File: config.mk
export PLATFORM = sky130hd
export DESIGN_NAME = sha1_ctrl
export DESIGN_NICKNAME = d
export VERILOG_FILES = /design/src/rtl/sha1_pkg.sv /design/src/rtl/sha1_core.sv /design/src/rtl/sha1_ctrl.sv
export SDC_FILE = /design/constraint.sdc
export NUM_CORES = 2
export LEC_CHECK = 0
export ABC_AREA = 1
export BUFFER_PORTS_ARGS = -buffer_cell sky130_fd_sc_hd__buf_2
export CORE_UTILIZATION = 30
export DETAILED_ROUTE_END_ITERATION = 10
export GPL_ROUTABILITY_DRIVEN = 0
export PLACE_DENSITY = 0.53
export SYNTH_ARGS = -nofsm -noshare
export SYNTH_HDL_FRONTEND = slang
export SYNTH_SLANG_ARGS = --single-unit
File: constraint.sdc
create_clock -name i_clk -period 4.2 [get_ports i_clk]
set_input_delay 0.63 -clock i_clk [delete_from_list [all_inputs] [get_ports i_clk]]
set_output_delay 0.63 -clock i_clk [all_outputs]
set_load 0.01 [all_outputs]
File: src/rtl/sha1_pkg.sv
// Shared constants, FSM encoding and a last-word padding helper for the SHA-1 message sequencer.
package sha1_pkg;
  localparam int BLOCK_WORDS = 16;

  localparam logic [31:0] IV_H0 = 32'h67452301;
  localparam logic [31:0] IV_H1 = 32'hEFCDAB89;
  localparam logic [31:0] IV_H2 = 32'h98BADCFE;
  localparam logic [31:0] IV_H3 = 32'h10325476;
  localparam logic [31:0] IV_H4 = 32'hC3D2E1F0;
  localparam logic [159:0] IV = {IV_H0, IV_H1, IV_H2, IV_H3, IV_H4};

  typedef enum logic [2:0] {
    ST_IDLE,
    ST_LOAD,
    ST_PAD,
    ST_LAUNCH,
    ST_WAIT,
    ST_FINAL
  } state_t;

  // Keep the first n bytes (MSB-aligned), place 0x80 at byte n, zero the rest; n is 1..3.
  function automatic logic [31:0] pad_last_word(input logic [31:0] d, input logic [1:0] n);
    logic [31:0] r;
    r = d;
    for (int k = 0; k < 4; k++) begin
      if (k == int'(n)) r[31-8*k -: 8] = 8'h80;
      else if (k > int'(n)) r[31-8*k -: 8] = 8'h00;
    end
    return r;
  endfunction
endpackage

File: src/rtl/sha1_core.sv
// SHA-1 compression of one 512-bit block: one round per cycle, o_done 81 cycles after i_start.
// i_vin is added back at the end, so it must stay stable until o_done.
module sha1_core
  import sha1_pkg::*;
(
  input  logic         i_clk,
  input  logic         i_rst,
  input  logic         i_start,
  input  logic [511:0] i_data,
  input  logic [159:0] i_vin,
  output logic         o_done,
  output logic [159:0] o_vout
);
  logic [31:0] w [BLOCK_WORDS];
  logic [31:0] a, b, c, d, e;
  logic [6:0]  t;
  logic        run, fin;
  logic [31:0] f, k, tmp, wx, wnext;

  always_comb begin
    f = b ^ c ^ d;
    k = 32'hCA62C1D6;
    if (t < 7'd20) begin
      f = (b & c) | (~b & d);
      k = 32'h5A827999;
    end else if (t < 7'd40) begin
      k = 32'h6ED9EBA1;
    end else if (t < 7'd60) begin
      f = (b & c) | (b & d) | (c & d);
      k = 32'h8F1BBCDC;
    end
    tmp   = {a[26:0], a[31:27]} + f + e + k + w[0];
    // w[] is a sliding window: w[0] is W[t], w[15] is W[t+15]
    wx    = w[13] ^ w[8] ^ w[2] ^ w[0];
    wnext = {wx[30:0], wx[31]};
  end

  always_ff @(posedge i_clk or posedge i_rst) begin
    if (i_rst) begin
      for (int i = 0; i < BLOCK_WORDS; i++) w[i] <= '0;
      {a, b, c, d, e} <= '0;
      t      <= '0;
      run    <= 1'b0;
      fin    <= 1'b0;
      o_done <= 1'b0;
      o_vout <= '0;
    end else begin
      o_done <= 1'b0;
      if (i_start) begin
        for (int i = 0; i < BLOCK_WORDS; i++) w[i] <= i_data[511-32*i -: 32];
        {a, b, c, d, e} <= i_vin;
        t   <= '0;
        run <= 1'b1;
        fin <= 1'b0;
      end else if (run) begin
        e <= d;
        d <= c;
        c <= {b[1:0], b[31:2]};
        b <= a;
        a <= tmp;
        for (int i = 0; i < BLOCK_WORDS - 1; i++) w[i] <= w[i+1];
        w[BLOCK_WORDS-1] <= wnext;
        t <= t + 7'd1;
        if (t == 7'd79) begin
          run <= 1'b0;
          fin <= 1'b1;
        end
      end else if (fin) begin
        fin    <= 1'b0;
        o_done <= 1'b1;
        o_vout <= {i_vin[159:128] + a, i_vin[127:96] + b, i_vin[95:64] + c,
                   i_vin[63:32] + d, i_vin[31:0] + e};
      end
    end
  end
endmodule

File: src/rtl/sha1_ctrl.sv
// Message-level SHA-1 sequencer: buffers 32-bit words into blocks, pads and appends the length,
// runs sha1_core once per block and chains the hash; o_ready depends on FSM state only.
module sha1_ctrl
  import sha1_pkg::*;
#(
  parameter int LEN_W = 64
) (
  input  logic         i_clk,
  input  logic         i_rst_n,
  input  logic         i_init,
  input  logic         i_valid,
  output logic         o_ready,
  input  logic [31:0]  i_data,
  input  logic         i_last,
  input  logic [1:0]   i_bytes,
  output logic         o_busy,
  output logic [159:0] o_digest,
  output logic         o_done
);
  state_t             state, state_nx;
  logic [31:0]        blk [BLOCK_WORDS];
  logic [3:0]         widx;
  logic [LEN_W-1:0]   len;
  logic [159:0]       h;
  logic               pad80_done, final_blk, msg_end;
  logic [63:0]        len64;
  logic [5:0]         incr;
  logic [31:0]        fill;
  logic               core_start, core_done;
  logic [511:0]       core_data;
  logic [159:0]       core_vout;

  assign o_ready    = (state == ST_LOAD);
  assign o_busy     = (state != ST_IDLE);
  assign o_done     = (state == ST_FINAL);
  assign o_digest   = h;
  assign core_start = (state == ST_LAUNCH);
  assign len64      = 64'(len);
  assign fill       = pad80_done ? 32'h0 : 32'h8000_0000;

  always_comb begin
    incr = 6'd32;
    if (i_last && i_bytes != 2'd0) incr = {1'b0, i_bytes, 3'b000};
  end

  always_comb begin
    core_data = '0;
    for (int i = 0; i < BLOCK_WORDS; i++) core_data[511-32*i -: 32] = blk[i];
  end

  always_comb begin
    state_nx = state;
    case (state)
      ST_IDLE:   if (i_init) state_nx = ST_LOAD;
      ST_LOAD: begin
        if (i_valid) begin
          // A message ending in word 15 has no room left; launch and pad in a fresh block.
          if (widx == 4'd15) state_nx = ST_LAUNCH;
          else if (i_last)   state_nx = ST_PAD;
        end
      end
      ST_PAD:    if (widx >= 4'd14) state_nx = ST_LAUNCH;
      ST_LAUNCH: state_nx = ST_WAIT;
      ST_WAIT: begin
        if (core_done) begin
          if (final_blk)    state_nx = ST_FINAL;
          else if (msg_end) state_nx = ST_PAD;
          else              state_nx = ST_LOAD;
        end
      end
      ST_FINAL:  state_nx = ST_IDLE;
      default:   state_nx = ST_IDLE;
    endcase
  end

  always_ff @(posedge i_clk or negedge i_rst_n) begin
    if (!i_rst_n) state <= ST_IDLE;
    else          state <= state_nx;
  end

  always_ff @(posedge i_clk or negedge i_rst_n) begin
    if (!i_rst_n) begin
      for (int i = 0; i < BLOCK_WORDS; i++) blk[i] <= '0;
      widx       <= '0;
      len        <= '0;
      h          <= '0;
      pad80_done <= 1'b0;
      final_blk  <= 1'b0;
      msg_end    <= 1'b0;
    end else begin
      case (state)
        ST_IDLE: begin
          if (i_init) begin
            h          <= IV;
            len        <= '0;
            widx       <= '0;
            pad80_done <= 1'b0;
            final_blk  <= 1'b0;
            msg_end    <= 1'b0;
          end
        end
        ST_LOAD: begin
          if (i_valid) begin
            blk[widx] <= (i_last && i_bytes != 2'd0) ? pad_last_word(i_data, i_bytes) : i_data;
            widx      <= widx + 4'd1;
            len       <= len + LEN_W'(incr);
            final_blk <= 1'b0;
            if (i_last) begin
              msg_end    <= 1'b1;
              pad80_done <= (i_bytes != 2'd0);
            end
          end
        end
        ST_PAD: begin
          if (widx < 4'd14) begin
            blk[widx]  <= fill;
            pad80_done <= 1'b1;
            widx       <= widx + 4'd1;
          end else if (widx == 4'd14 && pad80_done) begin
            blk[14]   <= len64[63:32];
            blk[15]   <= len64[31:0];
            final_blk <= 1'b1;
          end else begin
            // Length no longer fits: close this block and pad again from word 0.
            blk[widx] <= fill;
            if (widx == 4'd14) blk[15] <= 32'h0;
            pad80_done <= 1'b1;
            final_blk  <= 1'b0;
          end
        end
        ST_WAIT: begin
          if (core_done) begin
            h    <= core_vout;
            widx <= '0;
          end
        end
        default: ;
      endcase
    end
  end

  sha1_core u_core (
    .i_clk   (i_clk),
    .i_rst   (~i_rst_n),
    .i_start (core_start),
    .i_data  (core_data),
    .i_vin   (h),
    .o_done  (core_done),
    .o_vout  (core_vout)
  );
endmodule

# Word-level counts from Yosys, hierarchy flattened
# Index checks and enable logic that the tools add are counted.
# totals
in_bits	39
register_bits	1588
wordCells	221
out_inout_bits	163
# classes
n_eq_ne	21
mux	90
reduce_logical	23
n_addsub	12
n_lt_le_gt_ge	10
bitwise_logic	16
# ops
operator	count
two-way mux 512 bit	4
bitwise mux 512 bit	2
case mux 512 bit (2 select lines)	1
two-way mux 32 bit	19
two-way mux 448 bit	1
two-way mux 160 bit	2
case mux 160 bit (2 select lines)	1
adder 32 bit	9
two-way mux 64 bit	3
bitwise XOR 32 bit	5
bitwise AND 32 bit	4
demux 32 bit (select 4 bit)	1
case mux 64 bit (2 select lines)	1
two-way mux 8 bit	15
OR 32 bit	3
adder 64 x 6 -> 64 bit	1
NOT 32 bit	1
two-way mux 31 bit	1
two-way mux 3 bit	7
two-way mux 1 bit	19
two-way mux 4 bit	4
case mux 4 bit (4 select lines)	1
case mux 3 bit (5 select lines)	1
AND reduction 5 bit	3
other kinds (37)	63

# Depth between registers and ports, before layout
# logic_depth
word_depth	12
ltp_mapped	28
ltp_nobuf	27

# Cells and area by module
# From an unflattened synthesis, not the netlist that was laid out.
# hier_totals
cells_unflattened	10130
hier_area_um2	82796.9
# by_module_without_submodules
module	area_per_inst_um2	seq_area_each_um2	cells_per_inst	n_inst
sha1_core	51594.5	21070.2	6745	1
sha1_ctrl	31202.4	18592.8	3385	1

# Worst setup path before layout
# Ideal clock, no wire load.
# synth_path
kind	register -> register
start	reg u_core.t[3]
end	reg u_core.a[17]
setup_time_ps	123
arrival_time_ps	4471
setup_slack_ps	-394
synth_period_minus_slack_ps	4594
stages_incl_launch_ff	25
n_path_buf	1
required_ps	4077
cell_sequence	dfrtp_1 -> nand2_1 -> inv_1 -> nand2_1 -> nand3_1 -> nand2_1 -> clkbuf_1 -> o22ai_1 -> a21oi_1 -> fa_1 -> inv_1 -> fa_1 -> fa_1 -> inv_1 -> ha_1 -> inv_1 -> fa_1 -> o21ai_0 -> inv_1 -> o21bai_1 -> nand3_1 -> nand3_1 -> nand2_1 -> o21ai_0 -> nand2_1
# synth_via
elab_chain_len	10
word_cells_on_any_way	15
classes_between	add/sub: 4; order compare: 3; mux: 8
# synth_lines
item	line	source
start, declared	sha1_core.sv:16	logic [6:0] t;
start signal, assigned	sha1_core.sv:63	t <= t + 7'd1;
less-than comparator 7 x 6 -> 1 bit	sha1_core.sv:28	end else if (t < 7'd60) begin
two-way mux 32 bit	sha1_core.sv:28	
two-way mux 32 bit	sha1_core.sv:26	end else if (t < 7'd40) begin
two-way mux 32 bit	sha1_core.sv:23	if (t < 7'd20) begin
adder 32 bit (2 in a row)	sha1_core.sv:32	tmp = {a[26:0], a[31:27]} + f + e + k + w[0];
adder 32 bit (*) (2 in a row)	sha1_core.sv:32	
two-way mux 32 bit (*)	sha1_core.sv:55	end else if (run) begin
two-way mux 32 bit (*)	sha1_core.sv:49	if (i_start) begin
end signal, assigned	sha1_core.sv:51	{a, b, c, d, e} <= i_vin;
end signal, assigned	sha1_core.sv:60	a <= tmp;
end, declared	sha1_core.sv:15	logic [31:0] a, b, c, d, e;
# Mark *: on every way between the ends. The rest lies on a longest branch, timed or not. The select of a mux whose other input is x is not followed.
# A chain may end at the register's enable or synchronous reset.

# Worst setup path after layout
# layout_path
start	reg u_core.b[10]
end	reg u_core.a[29]
# layout_via
elab_chain_len	12
word_cells_on_any_way	18
classes_between	add/sub: 4; mux: 5; bitwise: 9
# layout_lines
item	line	source
start, declared	sha1_core.sv:15	
start signal, assigned	sha1_core.sv:51	
bitwise AND 32 bit (on tied branches)	sha1_core.sv:24, sha1_core.sv:29	
OR 32 bit (2 in a row)	sha1_core.sv:29	f = (b & c) | (b & d) | (c & d);
two-way mux 32 bit	sha1_core.sv:28	
two-way mux 32 bit	sha1_core.sv:26	
two-way mux 32 bit (*)	sha1_core.sv:23	
adder 32 bit (*) (4 in a row)	sha1_core.sv:32	
two-way mux 32 bit (*)	sha1_core.sv:55	
two-way mux 32 bit (*)	sha1_core.sv:49	
# Marked as above.

==> parameters.txt <==
Parameter                              Value

Synth
  Number of register bits inferred by synthesis ... ~1,600
  Sequential-to-total area share from yosys stat ... 47.6%
  Syn Std Cell Area ... around 83,000 um^2
  Mux cell area share after synthesis ... 0%
  Post-synthesis share of cell area spent on xor and xnor gates ... between 1.5 and 2%
  Dominant combinational cell family by area after synthesis ... compound AO/OA/AOI/OAI gates
  Netlist cell types ... 52
  Synthesis Warnings ... 0
  Prevailing post-synth register cell ... dfrtp_1
  Area share of fa/ha/maj cells after synthesis ... 6.42%
  Synth async-reset ratio ... 100%
  Complex-gate fraction of the synthesized area ... 20.7%
  Area fraction of the dominant cell type after synthesis ... 47.6%
  Post-synth net total ... 10,600
  Post-synthesis average cell area ... 8.17 um^2
  Simple-gate share of the synthesized area ... 15.3%
  Number of instances in the synthesized netlist ... 10,200
  Largest cells by area after synthesis ... dfrtp_1 (48%), o21ai_0 (13%), nand2_1 (8.1%)
  Cell taking the most area after synthesis ... dfrtp_1
  Number of enable-type register cells in the synthesized netlist ... 0

Floorplanning
  Initial Utilization ... 30.1%
  Die height ... 529 um
  Number of ports placed on the die boundary ... slightly above 200
  Total number of placement rows ... 193
  Die width ... 529 um
  Area of the die ... roughly 280,000 um^2
  Core Area ... 276,000 um^2

Min path
  Hold WC Path Type ... input pin to flip-flop
  Worst Hold Path EP ... len[4]$_DFFE_PN0P_
  Startpoint of the most critical hold path ... i_valid
  Hold depth ... 3

STA
  Setup violation total in the final timing report ... 26
  Final worst clock skew ... roughly 0.08 ns
  Period utilization ... 106%
  RSZ-0062 raised after global routing ... yes
  Worst slew slack as a fraction of its limit ... 24.5%
  Highest clock frequency the design can meet ... around 230 MHz
  Final Hold Violating Endpoints ... 0
  Max-slew violation total from the final report ... 0
  Actual transition at the worst max-transition pin ... 1.13 ns
  Setup slack of the critical path after layout ... -0.232 ns
  Final critical delay including setup and external delays ... 4.43 ns

Layout
  Area added between synthesis and finish ... 17.6%
  Fraction of layout instances using a drive strength above 1 ... 11.8%
  Nets@finish ... 10,900
  Util after Layout ... 35.5%
  Number of filler instances in the final layout ... 28,600

Critical path
  Startpoint of the most critical register-to-register path ... u_core.b[10]$_DFFE_PN0P_
  Beginning of the critical path ... u_core.b[10]$_DFFE_PN0P_
  Reg2Reg Capture Point ... u_core.a[29]$_DFFE_PN0P_
  Largest fanout of any net on the critical path ... 4
  CP endpoint kind ... flip-flop
  Critical path start-end classification ... flip-flop to flip-flop
  Path depth of the worst reg2reg path ... 20
  Startpoint class of the critical path ... flip-flop
  Worst-case register-to-register setup slack ... -0.23 ns
  Arrival time at the worst endpoint ... 5.18 ns
  Required time reported for the critical path endpoint ... 4.94 ns

Global route
  Met1 usage in global routing ... 29.4%
  Maximum number of pins on one net before global-route repair ... 166
  Global-route wire length before repair ... 467,000 um
  Layer with the highest usage ... met2
  GRT Resource Usage Total ... 21.9%
  Met2 Resource Use GR ... 34.5%
  Number of antenna violations at the first check in global routing ... 12
  GR Util met3 ... 3.55%
  Vias in the first global route ... 71,900
  Remaining global-route overflow ... 0

Routing
  Wire length reported by the detailed router ... 311,000 um
  Detailed router's first-iteration violation count ... 7,285
  Count of nets left with antenna violations after detail routing ... 0
  Number of detailed-route iterations in the first pass ... 8
  Via count normalized by instance count ... about 5.2
  Residual DRC count ... 0
  Vias ... 74,600
  Mean routed wirelength per cell ... 21.8 um

Clock tree
  Worst-skew pair later-pin latency ... 0.90 ns
  Total CTS buffers ... 178
  CTS root buffer ... clkbuf_16
  TritonCTS clock tree ... built
  Max clock buf depth ... 4
  CTS sink cnt ... around 1,600
  H-tree depth ... 4
  Post-CTS clock slew at the launch and capture registers of the worst setup and hold paths ... 0.07 ns

Outcome
  Failing checks ... setup timing
  Run status ... finished with violations

Placement
  Final HPWL DP ... approximately 220,000 um
  Port-buffer cells ... 201

Flow run
  Max cap viols ... 0
registers in the layout, summed over array words and instances (netlist names), 61 cells and up:
signal and count:
u_core.o_vout 160, len 61, o_digest 160, blk 512, u_core.w 512
repair_timing:
action / in CTS / in global routing
hold buffers: 1 / 0
pin swaps: 67 / 88
gates cloned: 1 / 0
endpoints found under the hold margin: 47 / 0
setup endpoints to repair: 30 / 29
setup buffers: 18 / 14
resized for setup: 215 / 144
cell usage in the layout, fill, tap and decap left out, types with 26 or more instances in the layout:
cell type	n
o21ai_0	2091
nand2_1	1732
dfrtp_1	1581
inv_1	1157
nor2_1	552
o21ai_1	403
a21oi_1	397
nand3_1	392
buf_4	360
ha_1	202
buf_2	200
clkbuf_16	182
xnor2_1	128
fa_1	116
nand4_1	87
nor3_1	65
o22ai_1	55
o211ai_1	52
buf_12	49
nand2_2	48
a31oi_1	44
clkbuf_8	41
inv_2	37
xor2_1	36
clkbuf_1	35
o21bai_1	34
a21oi_2	32
a22o_1	32
nor2_2	30
or2_2	29
nand3b_1	28
o221ai_1	26
ha_4	26
routing by layer:
layer	share of wire, %	vias to the layer above
li1	-	34400
met1	43	36600
met2	45	2907
met3	6.9	638
met4	5.1	6
met5	0.015	-
critical path: stages (launching register included):
cell	delay (ns)
dfrtp_1	0.41
fa_1	0.64
o22ai_2	0.11
a21oi_4	0.18
fa_1	0.47
fa_1	0.54
inv_2	0.04
fa_1	0.52
inv_2	0.05
ha_4	0.31
nand2_4	0.08
nor2_2	0.13
inv_1	0.08
nor2_2	0.11
nand2_1	0.09
nand3_2	0.10
nand3b_1	0.13
nand3_1	0.12
nand3_1	0.08
nand2_1	0.10
nand2_1	0.05
metrics by stage:
stage | worst slack [ns] | setup TNS [ns] | hold WS [ns] | instance area, um^2 | cells
2_1_floorplan | -0.0805 | -0.119 | 0.334 | 83400 | 10200
3_3_place_gp | -0.662 | -11.61 | 0.455 | 90400 | 14000
3_5_place_dp | -0.708 | -13.51 | 0.463 | 90400 | 14000
4_1_cts | -0.159 | -2.67 | 0.157 | 97400 | 14300
5_1_grt | -0.419 | -8.68 | 0.171 | 98000 | 14300
6_report | -0.232 | -3.80 | 0.197 | 98000 | 14300
synth_stat cells, types with 68 or more instances:
cell / n
o21ai_0: 2112
nand2_1: 1790
dfrtp_1: 1585
inv_1: 1186
nor2_1: 591
a21oi_1: 440
nand3_1: 404
clkbuf_1: 399
o21ai_1: 394
ha_1: 228
xnor2_1: 130
buf_2: 127
fa_1: 125
nand4_1: 87
nor3_1: 69
o22ai_1: 68
cell families after synthesis:
family / count (synthesis)
simple gates: 3058
xor+xnor: 170
flops: 1585
fa+ha+maj: 353
compound gates: 3283
buf+inv: 1759
final cells by class:
class | count | area, um^2 | share of cell area, %
sequential | 1585 | 39700 | 40.5
inverter | 1203 | 4550 | 4.64
timing repair buffer | 632 | 4950 | 5.05
multi-input combinational | 6864 | 38300 | 39.1
antenna | 4 | 10.0 | 0.0102
clock buffer | 258 | 5250 | 5.36
tap | 3705 | 4640 | 4.73
clock inverter | 52 | 647 | 0.660
worst max-delay path by stage:
| stage | end | cells after the start |
|---|---|---|
| 3_3_place_gp | u_core.a[18]$_DFFE_PN0P_ | 24 |
| 2_1_floorplan | u_core.a[17]$_DFFE_PN0P_ | 21 |
| 4_1_cts | u_core.a[18]$_DFFE_PN0P_ | 21 |
| 6_report | u_core.a[29]$_DFFE_PN0P_ | 20 |
| 3_5_place_dp | u_core.a[16]$_DFFE_PN0P_ | 22 |
| 5_1_grt | u_core.a[27]$_DFFE_PN0P_ | 20 |
Power is left out: the tool's default activity adds up to more than one toggle a clock period on the data nets, which glitch-free logic cannot reach.
